$ cat config.mk
export PLATFORM = sky130hd
export DESIGN_NAME = wash_program_scheduler
export DESIGN_NICKNAME = d
export VERILOG_FILES = /design/src/rtl/wash_program_scheduler.sv
export SDC_FILE = /design/constraint.sdc
export NUM_CORES = 1
export LEC_CHECK = 0
export ABC_AREA = 1
export BUFFER_PORTS_ARGS = -buffer_cell sky130_fd_sc_hd__buf_2
export CAP_MARGIN = 20
export CORE_ASPECT_RATIO = 1.4
export CORE_MARGIN = 8
export CORE_UTILIZATION = 59
export DETAILED_ROUTE_END_ITERATION = 16
export PLACE_DENSITY = 0.81
export SLEW_MARGIN = 15
export SYNTH_ARGS = -nofsm -noshare
export SYNTH_HDL_FRONTEND = slang
export SYNTH_SLANG_ARGS = --single-unit
$ cat constraint.sdc
create_clock -name clk -period 3.24 [get_ports clk]
set_input_delay 0.324 -clock clk [delete_from_list [all_inputs] [get_ports clk]]
set_output_delay 0.324 -clock clk [all_outputs]
set_load 0.03 [all_outputs]
$ cat src/rtl/wash_program_scheduler.sv
// Programme timer/sequencer: latches a wash programme, times wash and spin phases via a prescaled unit counter.
// Optional multi-pass rinse operation enabled by `define WASH_RINSE_EN; programme select port is program_sel (program is reserved).
module wash_program_scheduler #(
  parameter int TICK_DIV = 1000,
  parameter int UNIT_W   = 4
) (
  input  logic       clk,
  input  logic       reset,
  input  logic       start,
  input  logic [1:0] program_sel,
  input  logic       wash_active,
  input  logic       spin_active,
  output logic       cycle_time_out,
  output logic       spin_time_out,
  output logic       rinse_req,
  output logic       busy,
  output logic       done
);
  localparam int PRE_W = (TICK_DIV > 1) ? $clog2(TICK_DIV) : 1;

  typedef enum logic [2:0] {
    IDLE, WASH_WAIT, WASH_RUN, WASH_EXP, SPIN_WAIT, SPIN_RUN, SPIN_EXP, DONE_S
  } state_t;

  typedef struct packed {
    logic [UNIT_W-1:0] wash;
    logic [UNIT_W-1:0] spin;
`ifdef WASH_RINSE_EN
    logic [1:0]        passes;
`endif
  } prog_cfg_t;

  function automatic prog_cfg_t prog_table(input logic [1:0] p);
    prog_cfg_t c;
    case (p)
      2'd0:    begin c.wash = UNIT_W'(4);  c.spin = UNIT_W'(2); end
      2'd1:    begin c.wash = UNIT_W'(8);  c.spin = UNIT_W'(4); end
      2'd2:    begin c.wash = UNIT_W'(12); c.spin = UNIT_W'(6); end
      default: begin c.wash = UNIT_W'(6);  c.spin = UNIT_W'(1); end
    endcase
`ifdef WASH_RINSE_EN
    case (p)
      2'd1:    c.passes = 2'd2;
      2'd2:    c.passes = 2'd3;
      default: c.passes = 2'd1;
    endcase
`endif
    return c;
  endfunction

  state_t            state_q, state_d;
  logic [1:0]        prog_q, prog_d;
  logic [PRE_W-1:0]  pre_q, pre_d;
  logic [UNIT_W-1:0] unit_q, unit_d;
  logic              cto_q, cto_d, sto_q, sto_d, rinse_q, rinse_d;
  logic              busy_q, busy_d, done_q, done_d;
`ifdef WASH_RINSE_EN
  logic [1:0]        pass_q, pass_d;
`endif

  prog_cfg_t         cfg;
  logic              run_active, wrap, hit;
  logic [UNIT_W-1:0] target;

  assign cfg = prog_table(prog_q);

  always_comb begin
    state_d    = state_q;
    prog_d     = prog_q;
    pre_d      = pre_q;
    unit_d     = unit_q;
    cto_d      = cto_q;
    sto_d      = sto_q;
    rinse_d    = rinse_q;
    busy_d     = busy_q;
    done_d     = 1'b0;
`ifdef WASH_RINSE_EN
    pass_d     = pass_q;
`endif
    run_active = (state_q == SPIN_RUN) ? spin_active : wash_active;
    target     = (state_q == SPIN_RUN) ? cfg.spin : cfg.wash;
    wrap       = (pre_q == PRE_W'(TICK_DIV - 1));
    hit        = 1'b0;

    case (state_q)
      IDLE: if (start) begin
        prog_d  = program_sel;
        busy_d  = 1'b1;
`ifdef WASH_RINSE_EN
        pass_d  = 2'd0;
`endif
        state_d = WASH_WAIT;
      end
      WASH_WAIT: if (wash_active) begin
        pre_d   = '0;
        unit_d  = '0;
        rinse_d = 1'b0;
        state_d = WASH_RUN;
      end
      WASH_RUN, SPIN_RUN: if (run_active) begin
        // Inactive phase input freezes both counters; the unit counter never passes its target.
        if (wrap) begin
          pre_d = '0;
          if (unit_q < target) unit_d = unit_q + 1'b1;
          hit = (unit_d == target);
        end else begin
          pre_d = pre_q + 1'b1;
        end
        if (hit) begin
          if (state_q == WASH_RUN) begin
            cto_d   = 1'b1;
            state_d = WASH_EXP;
          end else begin
            sto_d   = 1'b1;
            state_d = SPIN_EXP;
          end
        end
      end
      WASH_EXP: if (!wash_active) begin
        cto_d   = 1'b0;
        state_d = SPIN_WAIT;
`ifdef WASH_RINSE_EN
        pass_d  = pass_q + 2'd1;
        if ((pass_q + 2'd1) < cfg.passes) begin
          rinse_d = 1'b1;
          state_d = WASH_WAIT;
        end
`endif
      end
      SPIN_WAIT: if (spin_active) begin
        pre_d   = '0;
        unit_d  = '0;
        state_d = SPIN_RUN;
      end
      SPIN_EXP: if (!spin_active) begin
        sto_d   = 1'b0;
        done_d  = 1'b1;
        state_d = DONE_S;
      end
      DONE_S: begin
        busy_d  = 1'b0;
        state_d = IDLE;
      end
      default: state_d = IDLE;
    endcase
  end

  always_ff @(posedge clk) begin
    if (!reset) begin
      state_q <= IDLE;
      prog_q  <= '0;
      pre_q   <= '0;
      unit_q  <= '0;
      cto_q   <= 1'b0;
      sto_q   <= 1'b0;
      rinse_q <= 1'b0;
      busy_q  <= 1'b0;
      done_q  <= 1'b0;
`ifdef WASH_RINSE_EN
      pass_q  <= '0;
`endif
    end else begin
      state_q <= state_d;
      prog_q  <= prog_d;
      pre_q   <= pre_d;
      unit_q  <= unit_d;
      cto_q   <= cto_d;
      sto_q   <= sto_d;
      rinse_q <= rinse_d;
      busy_q  <= busy_d;
      done_q  <= done_d;
`ifdef WASH_RINSE_EN
      pass_q  <= pass_d;
`endif
    end
  end

  assign cycle_time_out = cto_q;
  assign spin_time_out  = sto_q;
  assign rinse_req      = rinse_q;
  assign busy           = busy_q;
  assign done           = done_q;
endmodule

### Word-level counts from Yosys, hierarchy flattened

Cells that the tools add are included.

* $add $sub $neg: 2
* order comparisons: 1
* equal/unequal tests: 21
* multiplexer cells: 42
* reductions and logical operators: 15

Operator list (count)
* two-way mux 10 bit: 4
* two-way mux 4 bit: 9
* case mux 10 bit (3 select lines): 1
* two-way mux 3 bit: 8
* case mux 8 bit (3 select lines): 1
* case mux 3 bit (7 select lines): 1
* inequality test 2 bit, second input constant: 10
* AND reduction 5 bit: 3
* two-way mux 1 bit: 14
* equality test 3 bit, second input constant: 4
* case mux 4 bit (3 select lines): 1
* adder 10 x 1 -> 10 bit, second input constant: 1
* equality test 10 bit, second input constant: 1
* AND reduction 7 bit: 1
* equality test 3 x 2 -> 1 bit, second input constant: 2
* case mux 1 bit (2 select lines): 3
* AND reduction 2 bit: 3
* nonzero test 2 bit: 3
* adder 4 x 1 -> 4 bit, second input constant: 1
* equality test 4 bit: 1
* < comparator 4 bit: 1
* AND reduction 4 bit: 1
* equality test 3 x 1 -> 1 bit, second input constant: 1
* logical NOT 3 bit: 1
* 5 further kinds: 5

* register bits after elaboration: 23
* output and inout port bits: 5
* logic and storage cells: 89

### Depth between registers and ports, before layout

Gate-level depths: netlist of the first run.

* word-level depth: 15
* gate-level depth with buffers: 23
* mapped depth without buffers: 23

### Least setup slack after synthesis of the first run

Ideal clock, no wire load.

* kind: flip-flop to flip-flop
* from: reg state_q[1]
* to: reg state_q[0]
* setup time: 113 ps
* arrival: 2312 ps
* required time: 3127 ps
* path slack: 815 ps
* cell stages (with the launch flop): 20
* path buffers: 0
* clock period less this slack: 2425 ps
* path through: dfxtp_1 inv_1 ha_1 nand2_4 inv_2 nor2_1 inv_1 ha_1 a21o_1 nor2_1 nand2_1 nand2_1 and2_4 nor2_2 nor2_2 nand2_2 nand2_4 nand2_4 nor2_1 nor2_1

* cells in the longest elaborated chain, start to end: 13
* elaborated cells between the ends (all ways): 32
* those cells by class: order compare (1); eq/ne (15); mux (13); reduce/logical (3)

RTL lines
* start: declaration: RTL line 51 `state_t state_q, state_d;`
* start signal: assignment: RTL line 163 `state_q <= state_d;`
* equality test 3 bit: RTL line 80, 81, 85
* two-way mux 4 bit: RTL line 81 `target = (state_q == SPIN_RUN) ? cfg.spin : cfg.wash;`
* < comparator 4 bit: RTL line 104 `if (unit_q < target) unit_d = unit_q + 1'b1;`
* two-way mux 4 bit: RTL line 104
* two-way mux 4 bit: RTL line 102 `if (wrap) begin`
* two-way mux 4 bit: RTL line 100 `WASH_RUN, SPIN_RUN: if (run_active) begin`
* two-way mux 4 bit: RTL line 85 `case (state_q)`
* equality test 4 bit: RTL line 105 `hit = (unit_d == target);`
* two-way mux 1 bit: RTL line 102
* two-way mux 1 bit: RTL line 100
* two-way mux 1 bit: RTL line 85
* inequality test 2 bit (no line)
* AND reduction 7 bit (no line)

Parallel ways exist; a longest one is shown, timed or not. The select of a mux whose other input is x is not followed.
A chain may end at the register's enable or synchronous reset.

### Final worst setup path of the first run

Ends and elaborated chain as after synthesis.

==> impl_metrics.json, run 1 <==
{
  "maxSlewViolCount": 0,
  "chipHeight_microns": 78.84,
  "viasPerCell": 5.261,
  "setup_violations": 0,
  "start_kind": "flop",
  "critPathRequiredTime_ps": 3450,
  "num_antenna_cells": 0,
  "post-cts-setup-buffers": 0,
  "critPathCaptureType": "flop",
  "finalClockSkew_ps": 0.9386,
  "grt_pass1_vias": 1563,
  "ir_drop_uv": 515.2,
  "drt-total-wl_mm": 3.482,
  "synth_nets": 263,
  "crit_path_cell_trace": "inv_1 > ha_1 > nand2_4 > inv_2 > nor2_1 > inv_1 > ha_1 > a21o_1 > inv_1 > nand3_1 > nand3_1 > nand3_1 > nor2_2 > nand2_2 > nand2_4 > nand2_4 > nand2_1 > nand2_1 > nor2_1",
  "tritoncts": "built",
  "crit_fanout": 6,
  "cp_slowest_cell": "dfxtp_1",
  "crit_path_max_incr_delay_ps": 390,
  "cts_buffer_depth": 2,
  "syn-mean-instance-area_sq_um": 6.848,
  "grt_max_degree": 14,
  "place_area_sq_mm": 0.001730,
  "initial_core_util_pct": 60.24,
  "track_usage_pct": 16.55,
  "synth_cell_type_count": 42,
  "drv_cap": 0,
  "cts_buffers": 3,
  "power.total_mw": 1.232,
  "clkTransAtPathRegs_ps": 80,
  "gp_congestion": 0.8438,
  "antenna_found_initial": 0,
  "ys_ff_latch": 23,
  "clock-root-buffer": "clkbuf_8",
  "fin_crit_sh_pct": 85.23,
  "synthesis.area_sq_mm": 0.001664,
  "fmax_ghz": 0.3621,
  "netlist_instances": 243,
  "hold_class": "in2reg",
  "final_cell_area_sq_mm": 0.001777,
  "ant_nets": 0,
  "overflow": 0,
  "final_nets": 275,
  "cts.sinks": 23,
  "dieWidth_microns": 60.89,
  "highest_layer": "met4",
  "grt_pass1_wl_mm": 6.251,
  "dr.pass1.iters": 4,
  "drc_errors": 0,
  "status": "complete, no violations",
  "portBuffers": 10,
  "setup_tns_ps": 0,
  "maxSlewHeadroom_pct": 66.39,
  "synth_edf_count": 0,
  "min-delay-start": "spin_active",
  "ctsHoldBuffers": 0,
  "worstMarginPinSlew_ps": 499.6,
  "wl_per_cell_microns": 11.97,
  "htree_levels": 1,
  "cts_resized": 0,
  "dr.first_iter.drc_count": 32,
  "die_area_sq_mm": 0.004800,
  "setup.worst_path.start": "state_q[1]",
  "insertion_delay_ps": 270,
  "syn_to_final_growth_pct": 6.767,
  "design.core.area_sq_mm": 0.002763,
  "p_per_area_mw_per_mm2": 693.4,
  "grt_setup_unrepaired": "no",
  "dp_hpwl_mm": 2.797,
  "whs_ps": 259.7,
  "async_flop_share_pct": 0,
  "layout_min_cycle_time_ps": 2761,
  "crit_type": "reg2reg",
  "ys_seq_area_share_pct": 27.67,
  "vias": 1531,
  "synth_warnings": 0,
  "io_pins": 12,
  "m1WireLength_mm": 1.337,
  "synth_ff_type": "dfxtp_1",
  "power_leakage_nw": 0.8282,
  "finalHoldViolations": 0,
  "wl_met3_microns": 109,
  "r2r_start": "state_q[1]",
  "arrival_ps": 2970,
  "rows": 23,
  "layout-drive-gt1-share_pct": 17.32,
  "met2_length_mm": 1.878
}
synthesized netlist by cell type (2+ instances only):
cell type | count | area (sq um)
nand4_1 | 3 | 18.77
o21ai_2 | 3 | 26.28
o21ai_0 | 3 | 15.01
nor2_1 | 29 | 108.9
buf_6 | 2 | 22.52
o22ai_1 | 2 | 12.51
dfxtp_1 | 23 | 460.4
nor2_2 | 6 | 37.54
nor4_1 | 2 | 12.51
o21ai_1 | 3 | 15.01
nand3_1 | 22 | 110.1
inv_1 | 39 | 146.4
inv_2 | 4 | 15.01
a211oi_1 | 2 | 15.01
nand2_1 | 40 | 150.1
or2_1 | 2 | 12.51
a21oi_1 | 10 | 50.05
ha_1 | 13 | 162.7
nand2_2 | 5 | 31.28
nor3_1 | 5 | 25.02
nand2_4 | 4 | 45.04
sequential cells by signal (all words and copies together) (netlist names):
signal	flops
cycle_time_out	1
prog_q	2
state_q	3
unit_q	4
pre_q	10
spin_time_out	1
busy	1
done	1
cell families (layout without fill, tap and decap cells):
group | after synthesis | count (layout) | synth area share, %
simple gates | 126 | 126 | 37.74
xor+xnor | 1 | 1 | 0.5264
flops | 23 | 23 | 27.67
other cells | 1 | 1 | 0.2253
buf+inv | 48 | 59 | 12.03
compound gates | 31 | 31 | 12.03
fa+ha+maj | 13 | 13 | 9.775
worst max-delay path, delay by kind of cell, from the launching register on:
kind	cells	cell delay, ps
AOI/OAI and AO/OA	1	190
adders and majority gates	2	540
buffers and inverters	4	370
DFF	1	390
and+or+nand+nor	12	1210
through the flow:
stage	setup WS, ps	cells	utilization, %
final	478.6	291	64.31
after detailed placement	558.1	287	62.64
after CTS	472.8	291	64.31
after floorplan	815.3	243	-
after global placement	591.0	287	62.64
after global routing	160.6	291	64.31
power breakdown:
part           switching [mW]  total [mW]  internal [mW]
Combinational           0.457       0.678          0.221
Clock                  0.0963       0.182         0.0860
Sequential             0.0463       0.371          0.325
Total                   0.600        1.23          0.632
cells in the final DEF, fill, tap and decap left out, drive strengths merged, types with 3 or more instances in the layout:
master	instances
nand2	49
inv	43
nor2	35
nand3	24
dfxtp	23
ha	13
a21oi	11
buf	10
o21ai	9
nor3	5
or2	4
nand4	3
clkbuf	3
clkinv	3
a211oi	3
layout make-up:
type                    count  area [sq um]
repair buffers             10         50.05
flip-flops and latches     23         460.4
inverters                  45         170.2
fillers                   274         985.9
clock inverters             1         5.005
clock buffers               3         41.29
well taps                  37         46.29
multi-input cells         172          1003
worst paths after layout:
kind,endpoint,slack (ps),cells past startpoint
max,state_q[0],480,19
min,done,260,2
max reg2reg,state_q[0],480,19
min reg2reg,pre_q[9],480,2
metal layers:
| metal | up-vias | global-route usage [%] |
|---|---|---|
| li1 | 799 | - |
| met1 | 688 | 15.99 |
| met2 | 29 | 30.57 |
| met3 | 15 | 2.908 |
| met4 | 0 | 10.07 |
| met5 | - | 0 |
Power figures use the tool's default switching activity.
==> run 2: changes to the inputs <==
--- a/config.mk
+++ b/config.mk
@@ -8,11 +8,13 @@
 export ABC_AREA = 1
 export BUFFER_PORTS_ARGS = -buffer_cell sky130_fd_sc_hd__buf_2
 export CAP_MARGIN = 20
+export CELL_PAD_IN_SITES_DETAIL_PLACEMENT = 1
+export CELL_PAD_IN_SITES_GLOBAL_PLACEMENT = 1
 export CORE_ASPECT_RATIO = 1.4
 export CORE_MARGIN = 8
-export CORE_UTILIZATION = 59
+export CORE_UTILIZATION = 43
 export DETAILED_ROUTE_END_ITERATION = 16
-export PLACE_DENSITY = 0.81
+export PLACE_DENSITY = 0.82
 export SLEW_MARGIN = 15
 export SYNTH_ARGS = -nofsm -noshare
 export SYNTH_HDL_FRONTEND = slang
==> run 2 against run 1 <==
Global-route usage shrank 1.8 points; die area grew 28%; largest cell class unchanged; combinational power grew 2%.
==> impl_metrics.json, run 2 (synthesis results as in run 1) <==
{
  "setup_tns_ps": 0,
  "drv_cap": 0,
  "layout_commonest_cell": "nand2_1",
  "status": "complete, no violations",
  "finalClockSkew_ps": 3.108,
  "reg.largest.list": "pre_q (10), unit_q (4), state_q (3)",
  "cts.sinks": 23,
  "hold_class": "in2reg",
  "final_cell_area_sq_mm": 0.001784,
  "gp_congestion": 0.8175,
  "crit_fanout": 6,
  "met2_length_mm": 2.289,
  "p_per_area_mw_per_mm2": 703.1,
  "wl_met3_microns": 58,
  "dr.first_iter.drc_count": 37,
  "final_cell_mix": "nand2_1, inv_1, nor2_1, dfxtp_1, nand3_1",
  "grt_pass1_wl_mm": 7.051,
  "drt-total-wl_mm": 4.082,
  "track_usage_pct": 14.79,
  "crit_type": "reg2reg",
  "min_path_cells": 2,
  "vias": 1523,
  "fin_crit_sh_pct": 88.01,
  "htree_levels": 1,
  "cts_buffers": 3,
  "syn_to_final_growth_pct": 7.218,
  "fmax_ghz": 0.3507,
  "cts_buffer_depth": 2,
  "wl_per_cell_microns": 13.74,
  "swShare_pct": 49.56,
  "antenna_found_initial": 0,
  "ctsHoldBuffers": 0,
  "p_int_uw": 632.7,
  "largest_register": "pre_q",
  "clock-root-buffer": "clkbuf_8",
  "grt_setup_unrepaired": "no",
  "io_pins": 12,
  "fillers": 512,
  "chipHeight_microns": 89.61,
  "highest_layer": "met4",
  "power_leakage_nw": 0.8282,
  "dieWidth_microns": 68.58,
  "worst_r2r_path_depth": 19,
  "cts_resized": 0,
  "grt_pass1_vias": 1666,
  "portBuffers": 10,
  "drc_errors": 0,
  "overflow": 0,
  "critPathCaptureType": "flop",
  "maxSlewViolCount": 0,
  "post-cts-setup-buffers": 0,
  "arrival_ps": 3070,
  "place_area_sq_mm": 0.001738,
  "critPathRequiredTime_ps": 3460,
  "die_area_sq_mm": 0.006145,
  "final_nets": 275,
  "ant_nets": 0,
  "largest_reg_flops": 10,
  "dp_hpwl_mm": 3.271,
  "start_kind": "flop",
  "grt_max_degree": 14,
  "ir_drop_uv": 491.1,
  "netSwitchingPower_uw": 621.8,
  "multi_input_area_sq_mm": 0.001003,
  "p_comb_share_pct": 55.0,
  "layout-drive-gt1-share_pct": 17.32,
  "initial_core_util_pct": 43.59,
  "num_antenna_cells": 0,
  "regArea_sq_um": 460.4,
  "clkTransAtPathRegs_ps": 90,
  "tritoncts": "built",
  "seqPwrFrac_pct": 29.9,
  "design.core.area_sq_mm": 0.003817,
  "dr.pass1.iters": 4,
  "rows": 27,
  "insertion_delay_ps": 270,
  "finalHoldViolations": 0,
  "layout_min_cycle_time_ps": 2852,
  "m1WireLength_mm": 1.658,
  "setup_violations": 0,
  "power.share.clock_pct": 15.1,
  "viasPerCell": 5.128
}
==> run 2: cell counts in the layout (fill, tap and decap cells not counted) <==
Identical to the previous run, type by type.
==> run 2: final timing paths <==
check,start,to,slack (ps)
max reg2reg,state_q[1],state_q[1],390
max,state_q[1],state_q[1],390
min reg2reg,spin_time_out,spin_time_out,490
min,spin_active,done,260
==> run 2: layer usage <==
metal | global-route usage (%) | vias up
li1 | - | 800
met5 | 0 | -
met1 | 14.06 | 704
met3 | 2.112 | 7
met4 | 5.794 | 0
met2 | 29.69 | 12
==> run 2: cell type report <==
| class | instances | share of cell area [%] |
|---|---|---|
| Timing Repair Buffer | 10 | 2.805 |
| Tap cell | 43 | 3.015 |
| Sequential cell | 23 | 25.81 |
| Multi-Input combinational cell | 172 | 56.24 |
| Clock buffer | 3 | 2.314 |
| Clock inverter | 1 | 0.2805 |
| Inverter | 45 | 9.537 |
==> run 2: worst max-delay path: stages, from the launching register on <==
cell	delay (ps)
dfxtp_1	400
inv_1	100
ha_1	240
nand2_4	120
inv_2	60
nor2_1	200
inv_1	90
ha_1	310
a21o_1	200
inv_1	140
nand3_1	130
nand3_1	140
nand3_1	120
nor2_2	110
nand2_2	70
nand2_4	90
nand2_4	70
nand2_1	80
nand2_1	50
nor2_1	80
==> run 2: stage by stage <==
step / utilization, % / hold WS [ps] / power (mW) / worst slack [ps] / cells
finish: 46.74 / 259.9 / 1.254 / 388.4 / 297
global route: 46.74 / 259.8 / 1.375 / 109.9 / 297
CTS: 46.74 / 250.4 / 1.274 / 383.9 / 297
detailed placement: 45.53 / 471.8 / 1.075 / 447.3 / 293
global placement: 45.53 / 468.8 / 1.062 / 494.0 / 293
floorplan: - / 403.3 / 0.9353 / 815.3 / 243
==> run 2: power by group through the flow <==
| stage | clock (mW) | sequential [mW] | combinational (mW) |
|---|---|---|---|
| 2_1_floorplan | 0 | 0.381 | 0.554 |
| 3_3_place_gp | 0 | 0.378 | 0.684 |
| 3_5_place_dp | 0 | 0.381 | 0.694 |
| 4_1_cts | 0.197 | 0.375 | 0.702 |
| 5_1_grt | 0.202 | 0.381 | 0.793 |
| 6_report | 0.190 | 0.375 | 0.690 |
